[src/rtl/operand_latch_stage_pkg.sv]
// Shared definitions for the ID/EX operand latch stage: default widths,
// forward-select codes and the load-use FSM encoding.
package operand_latch_stage_pkg;

    localparam int unsigned DATA_WIDTH_DEF        = 16;
    localparam int unsigned REG_NUM_WIDTH_DEF     = 4;
    localparam int unsigned REG_FORWARD_WIDTH_DEF = 2;
    localparam int unsigned OPCODE_WIDTH_DEF      = 4;
    localparam int unsigned STALL_CNT_WIDTH       = 16;

    // Operand source selects produced by register_forward (2'b11 reserved)
    localparam logic [1:0] FWD_REG = 2'b00;
    localparam logic [1:0] FWD_EX  = 2'b01;
    localparam logic [1:0] FWD_R0  = 2'b10;

    typedef enum logic {
        ST_RUN     = 1'b0,
        ST_LU_WAIT = 1'b1
    } state_t;

endpackage

[src/rtl/operand_fwd_mux.sv]
// Operand source mux: register file / EX result / r0 write port, with a
// load-data override used in the cycle after a load-use bubble.
// Ports:
//   sel         forward select (00 reg, 01 ex, 10 r0, 11 treated as reg)
//   lu_override take load_data regardless of sel
//   reg_data, ex_result, r0_result, load_data  candidate operands
//   data_c      selected operand (combinational)
module operand_fwd_mux
    import operand_latch_stage_pkg::*;
#(
    parameter int unsigned DATA_WIDTH = DATA_WIDTH_DEF
) (
    input  logic [1:0]            sel,
    input  logic                  lu_override,
    input  logic [DATA_WIDTH-1:0] reg_data,
    input  logic [DATA_WIDTH-1:0] ex_result,
    input  logic [DATA_WIDTH-1:0] r0_result,
    input  logic [DATA_WIDTH-1:0] load_data,
    output logic [DATA_WIDTH-1:0] data_c
);

    always_comb begin
        data_c = reg_data;
        if (lu_override) begin
            data_c = load_data;
        end else begin
            case (sel)
                FWD_EX:  data_c = ex_result;
                FWD_R0:  data_c = r0_result;
                default: data_c = reg_data;
            endcase
        end
    end

endmodule

[src/rtl/operand_latch_stage.sv]
// ID/EX pipeline register. Muxes both operands, latches them with the
// decoded control for EX, and inserts one bubble on a load-use hazard before
// supplying the loaded data to the dependent operand.
// Optional macro LOAD_USE_STALL_CNT_EN adds stall_count / stall_count_clr.
// Ports:
//   clk, rst                          clock, async active-high reset
//   id_*                              decoded ID-stage instruction
//   reg_forward_1/2                   operand source selects
//   ex_result, r0_result              forwarded values
//   mem_load_data                     MEM-stage load data
//   stall_in, flush                   downstream hold, branch squash
//   ex_* , rn1_ex, write_reg, write_r0  registered EX-stage state
//   id_stall                          combinational freeze of PC and IF/ID
module operand_latch_stage
    import operand_latch_stage_pkg::*;
#(
    parameter int unsigned DATA_WIDTH        = DATA_WIDTH_DEF,
    parameter int unsigned REG_NUM_WIDTH     = REG_NUM_WIDTH_DEF,
    parameter int unsigned REG_FORWARD_WIDTH = REG_FORWARD_WIDTH_DEF,
    parameter int unsigned OPCODE_WIDTH      = OPCODE_WIDTH_DEF
) (
    input  logic                         clk,
    input  logic                         rst,
    input  logic                         id_valid,
    input  logic [REG_NUM_WIDTH-1:0]     id_rn_1,
    input  logic [REG_NUM_WIDTH-1:0]     id_rn_2,
    input  logic [DATA_WIDTH-1:0]        id_data_1,
    input  logic [DATA_WIDTH-1:0]        id_data_2,
    input  logic [OPCODE_WIDTH-1:0]      id_opcode,
    input  logic                         id_write_reg,
    input  logic                         id_write_r0,
    input  logic                         id_mem_read,
    input  logic [REG_FORWARD_WIDTH-1:0] reg_forward_1,
    input  logic [REG_FORWARD_WIDTH-1:0] reg_forward_2,
    input  logic [DATA_WIDTH-1:0]        ex_result,
    input  logic [DATA_WIDTH-1:0]        r0_result,
    input  logic [DATA_WIDTH-1:0]        mem_load_data,
    input  logic                         stall_in,
    input  logic                         flush,
`ifdef LOAD_USE_STALL_CNT_EN
    input  logic                         stall_count_clr,
    output logic [STALL_CNT_WIDTH-1:0]   stall_count,
`endif
    output logic                         ex_valid,
    output logic [DATA_WIDTH-1:0]        ex_op_1,
    output logic [DATA_WIDTH-1:0]        ex_op_2,
    output logic [OPCODE_WIDTH-1:0]      ex_opcode,
    output logic [REG_NUM_WIDTH-1:0]     rn1_ex,
    output logic                         write_reg,
    output logic                         write_r0,
    output logic                         ex_mem_read,
    output logic                         id_stall
);

    state_t                    state_q, state_d;
    logic [REG_NUM_WIDTH-1:0]  lu_rn_q, lu_rn_d;
    logic                      hazard;
    logic                      lu_ovr_1, lu_ovr_2;
    logic [DATA_WIDTH-1:0]     op_1_c, op_2_c;

    logic                      ex_valid_d, write_reg_d, write_r0_d, ex_mem_read_d;
    logic [DATA_WIDTH-1:0]     ex_op_1_d, ex_op_2_d;
    logic [OPCODE_WIDTH-1:0]   ex_opcode_d;
    logic [REG_NUM_WIDTH-1:0]  rn1_ex_d;

    // EX holds a load whose destination is read by the instruction in ID
    assign hazard = id_valid & ex_valid & ex_mem_read & write_reg &
                    ((id_rn_1 == rn1_ex) | (id_rn_2 == rn1_ex));

    // After the bubble, the dependent operand(s) take the load data directly
    assign lu_ovr_1 = (state_q == ST_LU_WAIT) & (id_rn_1 == lu_rn_q);
    assign lu_ovr_2 = (state_q == ST_LU_WAIT) & (id_rn_2 == lu_rn_q);

    operand_fwd_mux #(.DATA_WIDTH(DATA_WIDTH)) u_mux_1 (
        .sel         (2'(reg_forward_1)),
        .lu_override (lu_ovr_1),
        .reg_data    (id_data_1),
        .ex_result   (ex_result),
        .r0_result   (r0_result),
        .load_data   (mem_load_data),
        .data_c      (op_1_c)
    );

    operand_fwd_mux #(.DATA_WIDTH(DATA_WIDTH)) u_mux_2 (
        .sel         (2'(reg_forward_2)),
        .lu_override (lu_ovr_2),
        .reg_data    (id_data_2),
        .ex_result   (ex_result),
        .r0_result   (r0_result),
        .load_data   (mem_load_data),
        .data_c      (op_2_c)
    );

    // Next-state and next-register values; default is hold
    always_comb begin
        state_d       = state_q;
        lu_rn_d       = lu_rn_q;
        ex_valid_d    = ex_valid;
        ex_op_1_d     = ex_op_1;
        ex_op_2_d     = ex_op_2;
        ex_opcode_d   = ex_opcode;
        rn1_ex_d      = rn1_ex;
        write_reg_d   = write_reg;
        write_r0_d    = write_r0;
        ex_mem_read_d = ex_mem_read;
        id_stall      = 1'b0;

        if (state_q == ST_RUN) begin
            id_stall = hazard;
        end

        if (flush) begin
            ex_valid_d    = 1'b0;
            ex_op_1_d     = '0;
            ex_op_2_d     = '0;
            ex_opcode_d   = '0;
            rn1_ex_d      = '0;
            write_reg_d   = 1'b0;
            write_r0_d    = 1'b0;
            ex_mem_read_d = 1'b0;
            state_d       = ST_RUN;
        end else if (stall_in) begin
            state_d = state_q;
        end else if ((state_q == ST_RUN) && hazard) begin
            ex_valid_d    = 1'b0;
            ex_op_1_d     = '0;
            ex_op_2_d     = '0;
            ex_opcode_d   = '0;
            rn1_ex_d      = '0;
            write_reg_d   = 1'b0;
            write_r0_d    = 1'b0;
            ex_mem_read_d = 1'b0;
            lu_rn_d       = rn1_ex;
            state_d       = ST_LU_WAIT;
        end else begin
            ex_valid_d    = id_valid;
            ex_op_1_d     = op_1_c;
            ex_op_2_d     = op_2_c;
            ex_opcode_d   = id_opcode;
            rn1_ex_d      = id_rn_1;
            write_reg_d   = id_valid & id_write_reg;
            write_r0_d    = id_valid & id_write_r0;
            ex_mem_read_d = id_valid & id_mem_read;
            state_d       = ST_RUN;
        end
    end

    // Pipeline and FSM registers
    always_ff @(posedge clk or posedge rst) begin
        if (rst) begin
            state_q     <= ST_RUN;
            lu_rn_q     <= '0;
            ex_valid    <= 1'b0;
            ex_op_1     <= '0;
            ex_op_2     <= '0;
            ex_opcode   <= '0;
            rn1_ex      <= '0;
            write_reg   <= 1'b0;
            write_r0    <= 1'b0;
            ex_mem_read <= 1'b0;
        end else begin
            state_q     <= state_d;
            lu_rn_q     <= lu_rn_d;
            ex_valid    <= ex_valid_d;
            ex_op_1     <= ex_op_1_d;
            ex_op_2     <= ex_op_2_d;
            ex_opcode   <= ex_opcode_d;
            rn1_ex      <= rn1_ex_d;
            write_reg   <= write_reg_d;
            write_r0    <= write_r0_d;
            ex_mem_read <= ex_mem_read_d;
        end
    end

`ifdef LOAD_USE_STALL_CNT_EN
    logic enter_lu;

    assign enter_lu = !flush && !stall_in && (state_q == ST_RUN) && hazard;

    // Saturating count of load-use bubbles; clear wins over increment
    always_ff @(posedge clk or posedge rst) begin
        if (rst) begin
            stall_count <= '0;
        end else if (stall_count_clr) begin
            stall_count <= '0;
        end else if (enter_lu && (stall_count != '1)) begin
            stall_count <= stall_count + STALL_CNT_WIDTH'(1);
        end
    end
`endif

endmodule
[config.mk]
export PLATFORM = sky130hd
export DESIGN_NAME = operand_latch_stage
export DESIGN_NICKNAME = d
export VERILOG_FILES = /design/src/rtl/operand_latch_stage_pkg.sv /design/src/rtl/operand_fwd_mux.sv /design/src/rtl/operand_latch_stage.sv
export SDC_FILE = /design/constraint.sdc
export NUM_CORES = 1
export LEC_CHECK = 0
export BUFFER_PORTS_ARGS = -buffer_cell sky130_fd_sc_hd__buf_2
export CAP_MARGIN = 20
export CELL_PAD_IN_SITES_DETAIL_PLACEMENT = 0
export CELL_PAD_IN_SITES_GLOBAL_PLACEMENT = 1
export CORE_MARGIN = 2
export CORE_UTILIZATION = 39
export DETAILED_ROUTE_END_ITERATION = 6
export GPL_TIMING_DRIVEN = 0
export PLACE_DENSITY = 0.88
export SETUP_SLACK_MARGIN = 0.5
export SLEW_MARGIN = 20
export SYNTH_ARGS = -nofsm -noshare
export SYNTH_HDL_FRONTEND = slang
export SYNTH_HIERARCHICAL = 1
export SYNTH_SLANG_ARGS = --single-unit
export TNS_END_PERCENT = 1
[constraint.sdc]
create_clock -name clk -period 3.6 [get_ports clk]
set_clock_uncertainty 0.2 [all_clocks]
set_input_delay 1.08 -clock clk [delete_from_list [all_inputs] [get_ports clk]]
set_output_delay 1.08 -clock clk [all_outputs]
set_load 0.005 [all_outputs]
==> impl_metrics.yaml <==
grt:
  grt_pass1_vias: 3307
  grt_use_total: 0.2343
  grt_ovf: 0
  first_pass_grt_wire_length_um: 17810
  antenna_violations_before_repair: 0
  grt_start_max_net_pins: 29
die:
  design.die.area_mm2: 0.009617
  die_boundary_height_um: 98.07
  pin_count: 149
  rows: 34
  core_mm2: 0.008636
  die-width_um: 98.07
  starting_density: 0.3996
worst_setup_path:
  cell_repeated_most_along_the_worst_path: "sky130_fd_sc_hd__buf_6"
  worstReg2RegEnd: "ex_op_2[6]"
  critical_path.reg2reg.startpoint: "lu_rn_q[1]"
  cp_data_required_time_ns: 2.32
  ff2ff_path_depth: 7
  timing.critical_path.slowest_cell_delay_ns: 0.28
  reg2reg_setup_slack_ns: 1.27
  timing.setup.critical_path_class: "primary input to output port"
  worst-endpoint-arrival_ns: 2.10
  critical_path_peak_fanout: 3
  timing_startpoint_of_the_critical_path: "id_rn_1[2]"
  crit_chain: "buf_8 > xor2_2 > nor4_2 > buf_4 > o21ai_4 > buf_6 > inv_2 > buf_6"
  end_kind: "output port"
  master_of_the_slowest_instance_on_the_critical_path: "sky130_fd_sc_hd__nor4_2"
  cp-start-kind: "primary input"
layout:
  fillerInstances: 815
  fin_nets: 577
  antenna-diode-count: 0
  reg_top3: "ex_op_1 x16, ex_op_2 x16"
  instances_no_fill: 576
  layout-drive-gt1-share: 0.5491
  layout-area-overhead-vs-synth_pct: 32.38
timing:
  finalCritPeriodShare: 0.9382
  rsz_0062_raised_after_global_routing: "true"
  worstMarginPinSlew_ns: 0.7822
  slew_viol_final: 0
  max_freq_mhz: 296.1
  finalHoldViolations: 0
  relSlewSlack: 0.4766
  timing.final.ws_setup_ns: 0.2224
  final.min_clock_period_ns: 3.378
  setup_violations: 0
logic_synthesis:
  mappedNetlistNets: 413
  yosys_warnings: 6
  synthesis.area_per_instance_um2: 11.31
  synth.cells.most_frequent: "sky130_fd_sc_hd__dfrtp_1, sky130_fd_sc_hd__a32o_1, sky130_fd_sc_hd__nand2_1, sky130_fd_sc_hd__nor2b_1, sky130_fd_sc_hd__o31ai_2"
  post_synth_inst_count: 305
  ys_seq_area_frac: 0.3553
  synth.distinct_cells: 28
  synth_top_cells_by_area: "sky130_fd_sc_hd__dfrtp_1, sky130_fd_sc_hd__a32o_1, sky130_fd_sc_hd__o31ai_2"
  ys_ff_latch: 49
  yosys.cell_count.top_type: "sky130_fd_sc_hd__dfrtp_1"
  synth_enable_flop_cells: 0
  yosysTopAreaCell: "sky130_fd_sc_hd__dfrtp_1"
  synth_top_area_share: 0.3553
  dominantRegCellSynth: "sky130_fd_sc_hd__dfrtp_1"
  post_synth_instance_area_mm2: 0.003451
  async_flop_share: 1.000
min_path:
  timing.hold.worst_path_depth: 1
  worstHoldStart: "ex_op_1[14]"
  worst_hold_path_type: "flip-flop to flip-flop"
  hold_end: "ex_op_1[14]"
detailed_routing:
  drt-vias-per-instance: 5.714
  drtPass1Iterations: 5
  avgRoutedWirePerCell_um: 19.82
  drc: 0
  finalWirelength_um: 11410
  drtIter0Drc: 281
  route.vias.total: 3291
  route.antenna.remaining_nets: 0
clock_tree:
  worst_setup_hold_path_clk_slew_ns: 0.09
  cts-root-buf: "sky130_fd_sc_hd__clkbuf_8"
  num_cts_buffers: 5
  clock_tree.htree_level_count: 2
  clock_network_latency_to_the_later_pin_of_the_worst_skew_pair_ns: 0.29
  number_of_hold_repair_buffers_added_at_the_cts_stage: 0
  clock_tree_from_tritoncts: "done"
  cts_sinks: 49
  cts_buffer_depth: 2
status:
  outcome: "complete, no violations"
placement:
  post-place-ws_ns: -0.07289
  dp_hpwl_um: 8895
  placement.io_buffers: 148
  place.detailed.instances: 562
  globalplace.congestion: 0.9021
power:
  pwr_density_cell_mw_per_mm2: 292.7
  ir_worst_vdd_uv: 134.0
  power_leakage_nw: 2.192
flow_run:
  drv_cap: 0
[area by class of cell]
type,instances,area (um2),area share
Tap cell,108,135.1,0.02958
Clock buffer,5,68.82,0.01506
Multi-Input combinational cell,213,1974,0.4322
Clock inverter,1,5.005,0.001096
Sequential cell,49,1226,0.2684
Timing Repair Buffer,157,862.1,0.1887
Buffer,35,266.5,0.05834
Inverter,8,30.03,0.006574
[layout by cell type, fill, tap and decap left out, types with 3 or more instances in the layout]
master                     netlist  layout
sky130_fd_sc_hd__buf_2           6     148
sky130_fd_sc_hd__dfrtp_1        49      49
sky130_fd_sc_hd__a32o_1         41      41
sky130_fd_sc_hd__nand2_1        36      36
sky130_fd_sc_hd__nor2b_1        31      31
sky130_fd_sc_hd__o31ai_2        30      30
sky130_fd_sc_hd__a221oi_2       22      22
sky130_fd_sc_hd__buf_6          12      15
sky130_fd_sc_hd__buf_4           4      13
sky130_fd_sc_hd__clkbuf_1       11      11
sky130_fd_sc_hd__xor2_1         14      10
sky130_fd_sc_hd__a221oi_1       10      10
sky130_fd_sc_hd__inv_1           8       6
sky130_fd_sc_hd__clkbuf_8        0       5
sky130_fd_sc_hd__xor2_2          0       4
sky130_fd_sc_hd__mux2_2          4       4
sky130_fd_sc_hd__buf_8           2       4
sky130_fd_sc_hd__ha_1            4       4
sky130_fd_sc_hd__and3_1          3       3
[routing by layer]
metal,up-vias,share of wire,track usage
li1,1526,-,-
met1,1603,0.45,0.3302
met2,141,0.47,0.3772
met3,21,0.064,0.03794
met4,0,0.022,0.05983
met5,-,0,0
[report_power, final]
group          internal, W  switching [W]  leakage (nW)
registers         0.000585      0.0000235         0.658
clock network     0.000128       0.000178        0.0399
logic             0.000211       0.000211          1.49
total             0.000925       0.000413          2.19
[logic make-up after synthesis]
family | after synthesis | synth area share
AOI/OAI and AO/OA | 110 | 0.3706
and+or+nand+nor | 79 | 0.1200
DFF | 49 | 0.3553
buffers and inverters | 43 | 0.08593
xor gates and xnor gates | 16 | 0.04061
muxes | 4 | 0.01305
adders and majority gates | 4 | 0.01450
[worst max-delay path, delay by kind of cell]
kind	cells	cell delay [ns]
buf+inv	5	0.53
compound gates	1	0.06
simple gates	1	0.28
xor+xnor	1	0.14
[worst max path at each step]
stage | slack, ns | end | cells after the start
floorplan | 0.33 | id_stall | 5
CTS | 0.25 | id_stall | 8
global placement | -0.06 | id_stall | 7
detailed placement | -0.07 | id_stall | 7
finish | 0.22 | id_stall | 8
global route | 0.14 | id_stall | 8
[per-stage QoR]
step                hold WS [ns]    util  total power, W  setup TNS (ns)  cell area (um2)
finish                    0.2938  0.5290        0.001337               0             4568
global route              0.3088  0.5290        0.001404               0             4568
CTS                       0.2966  0.5245        0.001337               0             4529
detailed placement        0.2758  0.5033        0.001024        -0.07289             4347
global placement          0.2694  0.5010        0.001013        -0.05511             4327
floorplan                 0.2873       -       0.0008515               0             3451
[what timing repair did]
action | CTS | global route
setup buffers | 6 | 2
cloned | 0 | 0
setup endpoints to repair | 1 | 1
gates resized for setup | 13 | 5
pin swaps | 3 | 2
Power figures use the tool's default switching activity.
